--- src/rtl/vec_issue_ctrl.sv ---
// Vector instruction issue sequencer: one instruction at a time, expanded into LMUL-group micro-ops.
// Optional feature macro: VEC_ISSUE_FRAC_LMUL_EN (fractional LMUL 1/8..1/2 legal as a single register).
//
// state    | meaning
// ---------+----------------------------------------------------------
// IDLE     | ready for a new instruction
// CHECK    | one cycle: classify config vs. grouped, validate vlmul/alignment
// CONFIG   | one cycle: csr_we pulse
// ISSUE    | emit micro-ops idx 0..nreg-1 under valid/ready
// WAIT_MEM | load/store issued, waiting for LSU completion
module vec_issue_ctrl #(
  parameter int VREG_AW = 5,
  parameter int LMUL_W  = 3
) (
  input  logic               clk,
  input  logic               reset,
  input  logic               inst_valid,
  input  logic [1:0]         inst_type,
  input  logic [VREG_AW-1:0] vd_addr,
  input  logic [VREG_AW-1:0] vs1_addr,
  input  logic [VREG_AW-1:0] vs2_addr,
  input  logic [LMUL_W-1:0]  vlmul,
  output logic               inst_ready,
  output logic               csr_we,
  output logic               uop_valid,
  input  logic               uop_ready,
  output logic [1:0]         uop_type,
  output logic [VREG_AW-1:0] uop_vd,
  output logic [VREG_AW-1:0] uop_vs1,
  output logic [VREG_AW-1:0] uop_vs2,
  output logic               uop_last,
  input  logic               mem_done,
  output logic               busy,
  output logic               illegal
);

  typedef enum logic [2:0] {
    S_IDLE,
    S_CHECK,
    S_CONFIG,
    S_ISSUE,
    S_WAIT_MEM
  } state_e;

  localparam logic [1:0] TYPE_ARITH  = 2'b00;
  localparam logic [1:0] TYPE_CONFIG = 2'b11;

  state_e             state_q, state_d;
  logic [2:0]         idx_q, idx_d;
  logic [1:0]         type_q;
  logic [VREG_AW-1:0] vd_q, vs1_q, vs2_q;
  logic [LMUL_W-1:0]  vlmul_q;

  logic [2:0]         grp_mask;
  logic               lmul_legal;
  logic [VREG_AW-1:0] grp_mask_w;
  logic               misaligned;
  logic               is_arith;
  logic               last_uop;

  // grp_mask = nreg - 1; a base register is aligned when its low bits under the mask are zero
  always_comb begin
    grp_mask   = 3'd0;
    lmul_legal = 1'b0;
    case (vlmul_q)
      LMUL_W'(0): begin grp_mask = 3'd0; lmul_legal = 1'b1; end
      LMUL_W'(1): begin grp_mask = 3'd1; lmul_legal = 1'b1; end
      LMUL_W'(2): begin grp_mask = 3'd3; lmul_legal = 1'b1; end
      LMUL_W'(3): begin grp_mask = 3'd7; lmul_legal = 1'b1; end
`ifdef VEC_ISSUE_FRAC_LMUL_EN
      LMUL_W'(5), LMUL_W'(6), LMUL_W'(7): begin grp_mask = 3'd0; lmul_legal = 1'b1; end
`endif
      default: begin grp_mask = 3'd0; lmul_legal = 1'b0; end
    endcase
  end

  assign is_arith   = (type_q == TYPE_ARITH);
  assign grp_mask_w = VREG_AW'(grp_mask);
  assign misaligned = ((vd_q & grp_mask_w) != '0) ||
                      ((vs2_q & grp_mask_w) != '0) ||
                      (is_arith && ((vs1_q & grp_mask_w) != '0));
  assign last_uop   = (idx_q == grp_mask);

  always_comb begin
    state_d    = state_q;
    idx_d      = idx_q;
    inst_ready = 1'b0;
    csr_we     = 1'b0;
    uop_valid  = 1'b0;
    illegal    = 1'b0;
    case (state_q)
      S_IDLE: begin
        inst_ready = 1'b1;
        if (inst_valid) begin
          state_d = S_CHECK;
          idx_d   = 3'd0;
        end
      end
      S_CHECK: begin
        if (type_q == TYPE_CONFIG) begin
          state_d = S_CONFIG;
        end else if (!lmul_legal || misaligned) begin
          illegal = 1'b1;
          state_d = S_IDLE;
        end else begin
          state_d = S_ISSUE;
        end
      end
      S_CONFIG: begin
        csr_we  = 1'b1;
        state_d = S_IDLE;
      end
      S_ISSUE: begin
        uop_valid = 1'b1;
        if (uop_ready) begin
          idx_d = idx_q + 3'd1;
          if (last_uop) begin
            // a completion already signalled on the final handshake skips WAIT_MEM
            if (is_arith || mem_done) state_d = S_IDLE;
            else                      state_d = S_WAIT_MEM;
          end
        end
      end
      S_WAIT_MEM: begin
        if (mem_done) state_d = S_IDLE;
      end
      default: state_d = S_IDLE;
    endcase
  end

  always_ff @(posedge clk) begin
    if (reset) begin
      state_q <= S_IDLE;
      idx_q   <= 3'd0;
      type_q  <= 2'b00;
      vd_q    <= '0;
      vs1_q   <= '0;
      vs2_q   <= '0;
      vlmul_q <= '0;
    end else begin
      state_q <= state_d;
      idx_q   <= idx_d;
      if (state_q == S_IDLE && inst_valid) begin
        type_q  <= inst_type;
        vd_q    <= vd_addr;
        vs1_q   <= vs1_addr;
        vs2_q   <= vs2_addr;
        vlmul_q <= vlmul;
      end
    end
  end

  assign busy     = (state_q != S_IDLE);
  assign uop_type = type_q;
  assign uop_last = (state_q == S_ISSUE) && last_uop;
  assign uop_vd   = (state_q == S_ISSUE) ? vd_q + VREG_AW'(idx_q) : '0;
  assign uop_vs1  = (state_q == S_ISSUE && is_arith) ? vs1_q + VREG_AW'(idx_q) : '0;
  assign uop_vs2  = (state_q == S_ISSUE) ? vs2_q + VREG_AW'(idx_q) : '0;

endmodule

--- config.mk ---
export PLATFORM = sky130hd
export DESIGN_NAME = vec_issue_ctrl
export DESIGN_NICKNAME = d
export VERILOG_FILES = /design/src/rtl/vec_issue_ctrl.sv
export SDC_FILE = /design/constraint.sdc
export NUM_CORES = 1
export LEC_CHECK = 0
export ABC_CLOCK_PERIOD_IN_PS = 2000
export CORE_ASPECT_RATIO = 0.5
export CORE_MARGIN = 4
export CORE_UTILIZATION = 46
export DETAILED_ROUTE_END_ITERATION = 16
export MAX_ROUTING_LAYER = met4
export PLACE_DENSITY = 0.82
export SYNTH_ARGS = -nofsm -noshare
export SYNTH_HDL_FRONTEND = slang
export SYNTH_SLANG_ARGS = --single-unit
--- constraint.sdc ---
create_clock -name clk -period 2 [get_ports clk]
set_input_delay 0.4 -clock clk [delete_from_list [all_inputs] [get_ports clk]]
set_output_delay 0.4 -clock clk [all_outputs]
set_load 0.01 [all_outputs]
# After elaboration in Yosys (flattened, before gate mapping)
# Index checks and enable logic that the tools add are counted.
# op_classes
mux	22
n_eq_ne	13
n_addsub	4
bitwise	3
n_reduce_logical	20
# op_table
cell	count
two-way mux 3 bit	7
adder 5 x 3 -> 5 bit	3
bitwise AND 5 x 3 -> 5 bit	3
two-way mux 5 bit	3
nonzero test 5 bit	3
equality test 3 x 2 -> 1 bit, second input constant	4
one-hot mux 3 bit (4 select lines)	1
one-hot mux 3 bit (3 select lines)	1
inequality test 2 bit, second input constant	4
two-way mux 1 bit	7
equality test 3 x 1 -> 1 bit, second input constant	2
logical NOT 3 bit	2
one-hot mux 3 bit (2 select lines)	1
logical AND 1 bit	4
logical OR 1 bit	4
two-way mux 2 bit	2
AND reduction 4 bit	1
OR reduction 4 bit	1
adder 3 x 1 -> 3 bit, second input constant	1
equality test 3 bit	1
equality test 3 bit, second input constant	1
AND reduction 3 bit	1
nonzero test 3 bit	1
equality test 2 bit, second input constant	1
other kinds (3)	3
# totals
in_bits	25
word_cells	69
reg_bits	26
output_inout_bits	23

# Depth between registers and ports, before layout
# logic_depth
depth_word	10
ltp_mapped	8
depth_no_buf	6

# Least setup slack after synthesis
# No wires, ideal clock.
# synth_timing
path_kind	flip-flop to output port
start	reg idx_q[1]
end	out uop_last
setup_slack_ns	0.120
arrival_ns	1.480
path_buffers	0
required_time_ns	1.600
stages_incl_launch_ff	5
cell_sequence	dfxtp_1 or3b_4 a2111oi_4 nor3_1 nor2_1
# synth_between
elab_chain_len	2
# synth_lines
element	line_no	text
start, declared	49	logic [2:0] idx_q, idx_d;
start signal, assigned	142	idx_q <= idx_d;
equality test 3 bit	82	assign last_uop = (idx_q == grp_mask);
logical AND 1 bit	155	assign uop_last = (state_q == S_ISSUE) && last_uop;
end, declared	31	output logic uop_last,
# Every way passes these cells.

# Worst setup path in the final report
# layout_timing
start	reg idx_q[0]
end	out uop_vs1[4]
# layout_between
elab_chain_len	2
# layout_lines
element	line_no	text
adder 5 x 3 -> 5 bit	157	assign uop_vs1 = (state_q == S_ISSUE && is_arith) ? vs1_q + VREG_AW'(idx_q) : '0;
two-way mux 5 bit	157	
end, declared	29	output logic [VREG_AW-1:0] uop_vs1,
# Every way passes these cells.

==> results by group <==
Routing
  • Antenna-violating nets left: 0
  • Routed len/inst: 18.8 µm
  • Metal3 WL: 534 µm
  • DRT met1 WL: 2300 µm
  • Drt pass-1 iters: 6
  • Final wirelength: 6010 µm
  • DR vias/cell: 5.94
  • Initial DRC count: 155
  • DRC: 0
  • Top sig layer: met4
  • DR WL met2: 2860 µm
  • Vias post-DR: 1895

Placement
  • Dpl hpwl: 3310 µm
  • Routability congestion estimate: 0.845
  • Dpl ws: -390 ps
  • Port bufs: 47
  • Post-DP Area: 2270 µm²

Final layout
  • FILL cells: 193
  • Share of layout cells above drive strength 1: 35.8%
  • Commonest cells after routing, fill and taps aside: nand2_1 (45), buf_4 (35), clkdlybuf4s50_1 (28), a21oi_1 (22), dfxtp_1 (17)
  • Post-route cell area: 2500 µm²
  • Layout area overhead: 60.9%
  • Most common cell after layout, fill and taps aside: nand2_1
  • Diode count: 0
  • Nets: 318

Floorplan
  • IO Pins: 48
  • Rows: 14
  • Initial core utilization: 49.9%
  • Placeable Area: 3120 µm²
  • Chip Width: 90.3 µm
  • Die height: 49.1 µm
  • Die area: 4430 µm²

Yosys
  • Synth Instances: 198
  • Seq/Total Area, Yosys: 33.4%
  • Avg Synthesized Cell Area: 7.86 µm²
  • Syn_nets: 236
  • Post-Syn Area: 1560 µm²
  • Register bit total from synthesis: 26
  • Ys Warns: 0
  • Async SR Flop Fraction: 0%
  • Main synth FF type: dfxtp_1
  • Cell variety after synth: 37
  • EDFF count, synth: 0

Clock network
  • Hold buffers post-CTS: 0
  • CTS sink count: 26
  • Num CTS Buffers: 3
  • H-Tree Depth: 1
  • Clk Latency, worst-skew pair: 280 ps
  • Clk root buf: clkbuf_8
  • Longest Clk Path Bufs: 2
  • Clock slew at reported path FFs: 100 ps
  • TritonCTS clock tree: yes

Global route
  • First-pass GRT wire length: 8340 µm
  • Vias in the first global route: 1723
  • Overflow after GRT: 0
  • Global-route usage over all layers: 24.5%
  • Largest net degree at the start of global routing: 24
  • Initial antenna violation count: 0

Setup path
  • Critical path endpoint category: primary output
  • Worst Setup SP: idx_q[0]
  • Worst Setup Path Type: flop to primary output
  • Critical R2R Capture: state_q[1]
  • CP max-delay cell: fa_2
  • Critical path's top delay family: adder cells
  • Crit path DAT: 1860 ps
  • R2R setup slack: 150 ps
  • Startpoint types: flop
  • R2R depth: 8
  • Worst Path Buf+Inv: 1
  • Reg-to-Reg Start: vlmul_q[0]
  • Cell count along the critical path: 7
  • Worst endpoint required time: 1600 ps
  • Slowest stage delay, CP: 400 ps
  • Critical path endpoint: uop_vs1[4]
  • Crit path cell chain: ha_4 > fa_2 > a21oi_2 > nor2b_1 > xnor2_1 > nor2_1 > buf_2
  • CP Max Fanout: 4

STA
  • Final setup margin: -255 ps
  • Max-slew violation count: 0
  • Final hold violation count: 0
  • Worst Tran Pin Value: 312 ps
  • Clk_skew: 8.32 ps
  • RSZ-0062 raised after global routing: yes
  • Final setup viols: 14
  • Fin Setup TNS: -2140 ps
  • Tcrit/Tclk final: 113%
  • Hold WS: 476 ps
  • Post-route minimum period: 2260 ps
  • F_max: 443 MHz
  • Slew HR: 79.0%

Outcome
  • Failing checks: negative setup slack
  • Status: complete, but fails checks

Power
  • Leakage: 1.05 nW
  • Power per cell area: 540 nW/µm²
  • VDD IR max: 0.000390 V
  • Total power: 1.35 mW

Hold path
  • Min-delay worst type: flop to flop

Run
  • Max Cap Violations: 0
[cells in the mapped netlist, drive strengths merged, types with 3 or more instances]
| library cell | count | area share [%] |
|---|---|---|
| nand2 | 45 | 11 |
| a21oi | 29 | 9.3 |
| dfxtp | 26 | 33 |
| nor2 | 15 | 3.6 |
| ha | 10 | 8.0 |
| nor3 | 8 | 2.6 |
| clkbuf | 7 | 2.3 |
| xnor2 | 7 | 3.9 |
| and2 | 5 | 2.0 |
| inv | 5 | 1.2 |
| a21o | 4 | 2.0 |
| nand3 | 4 | 1.3 |
| nor2b | 4 | 1.6 |
| xor2 | 4 | 2.3 |
| fa | 3 | 3.9 |
[sequential cells by signal, summed over array words and instances (netlist names)]
name / count
uop_type: 2
vs2_q: 5
vs1_q: 5
vlmul_q: 3
state_q: 3
idx_q: 3
vd_q: 5
[cells by family after synthesis]
logic type / after synthesis / synth area share, %
buffers and inverters: 14 / 4.10
DFF: 26 / 33.4
adders and majority gates: 13 / 11.9
xor gates and xnor gates: 11 / 6.19
and+or+nand+nor: 90 / 26.1
AOI/OAI and AO/OA: 44 / 18.2
[worst reg2reg max path, cell delays in order, from the launching register on]
cell	delay, ps
dfxtp_2	350
buf_6	110
buf_4	110
nor2_1	50
buf_4	130
o21a_1	190
buf_4	140
o31a_2	320
a2111oi_2	360
[metrics by stage]
stage | util [%] | std cells
after detailed placement | 72.9 | 308
after global routing | 80.3 | 319
after CTS | 77.4 | 315
after floorplan | - | 198
final | 80.3 | 319
after global placement | 72.9 | 308
[per-layer routing]
metal,vias to the layer above,track usage [%]
met4,0,12.2
met5,-,-
met1,884,26.1
met2,129,44.0
li1,834,-
met3,48,5.08
[final cells by class]
type | count | area, µm² | share of cell area (%)
clock buffer | 4 | 55.1 | 2.20
inverter | 5 | 21.3 | 0.849
multi-input combinational | 158 | 1130 | 45.3
sequential | 26 | 539 | 21.5
tap | 40 | 50.0 | 2.00
timing repair buffer | 86 | 706 | 28.2
[worst min path at each step]
stage,depth (start not counted),to,start,slack [ps]
global route,2,vs2_q[4],vs2_q[4],480
floorplan,2,vd_q[4],vd_q[4],450
detailed placement,2,vs2_q[4],vs2_q[4],460
CTS,2,vs2_q[4],vs2_q[4],470
finish,2,vs2_q[4],vs2_q[4],480
global placement,2,vs2_q[4],vs2_q[4],460
[power breakdown]
group | total [mW] | switching (mW) | internal [mW]
combinational | 0.394 | 0.192 | 0.202
clock | 0.364 | 0.187 | 0.177
sequential | 0.594 | 0.0413 | 0.552
[timing repair]
action                     in CTS  in global routing
setup endpoints to repair      21                 20
gates resized for setup        91                 26
buffers inserted                3                  4
pin swaps                      24                 17
cloned                          0                  0
No activity file was read; power rests on OpenSTA's default activity.
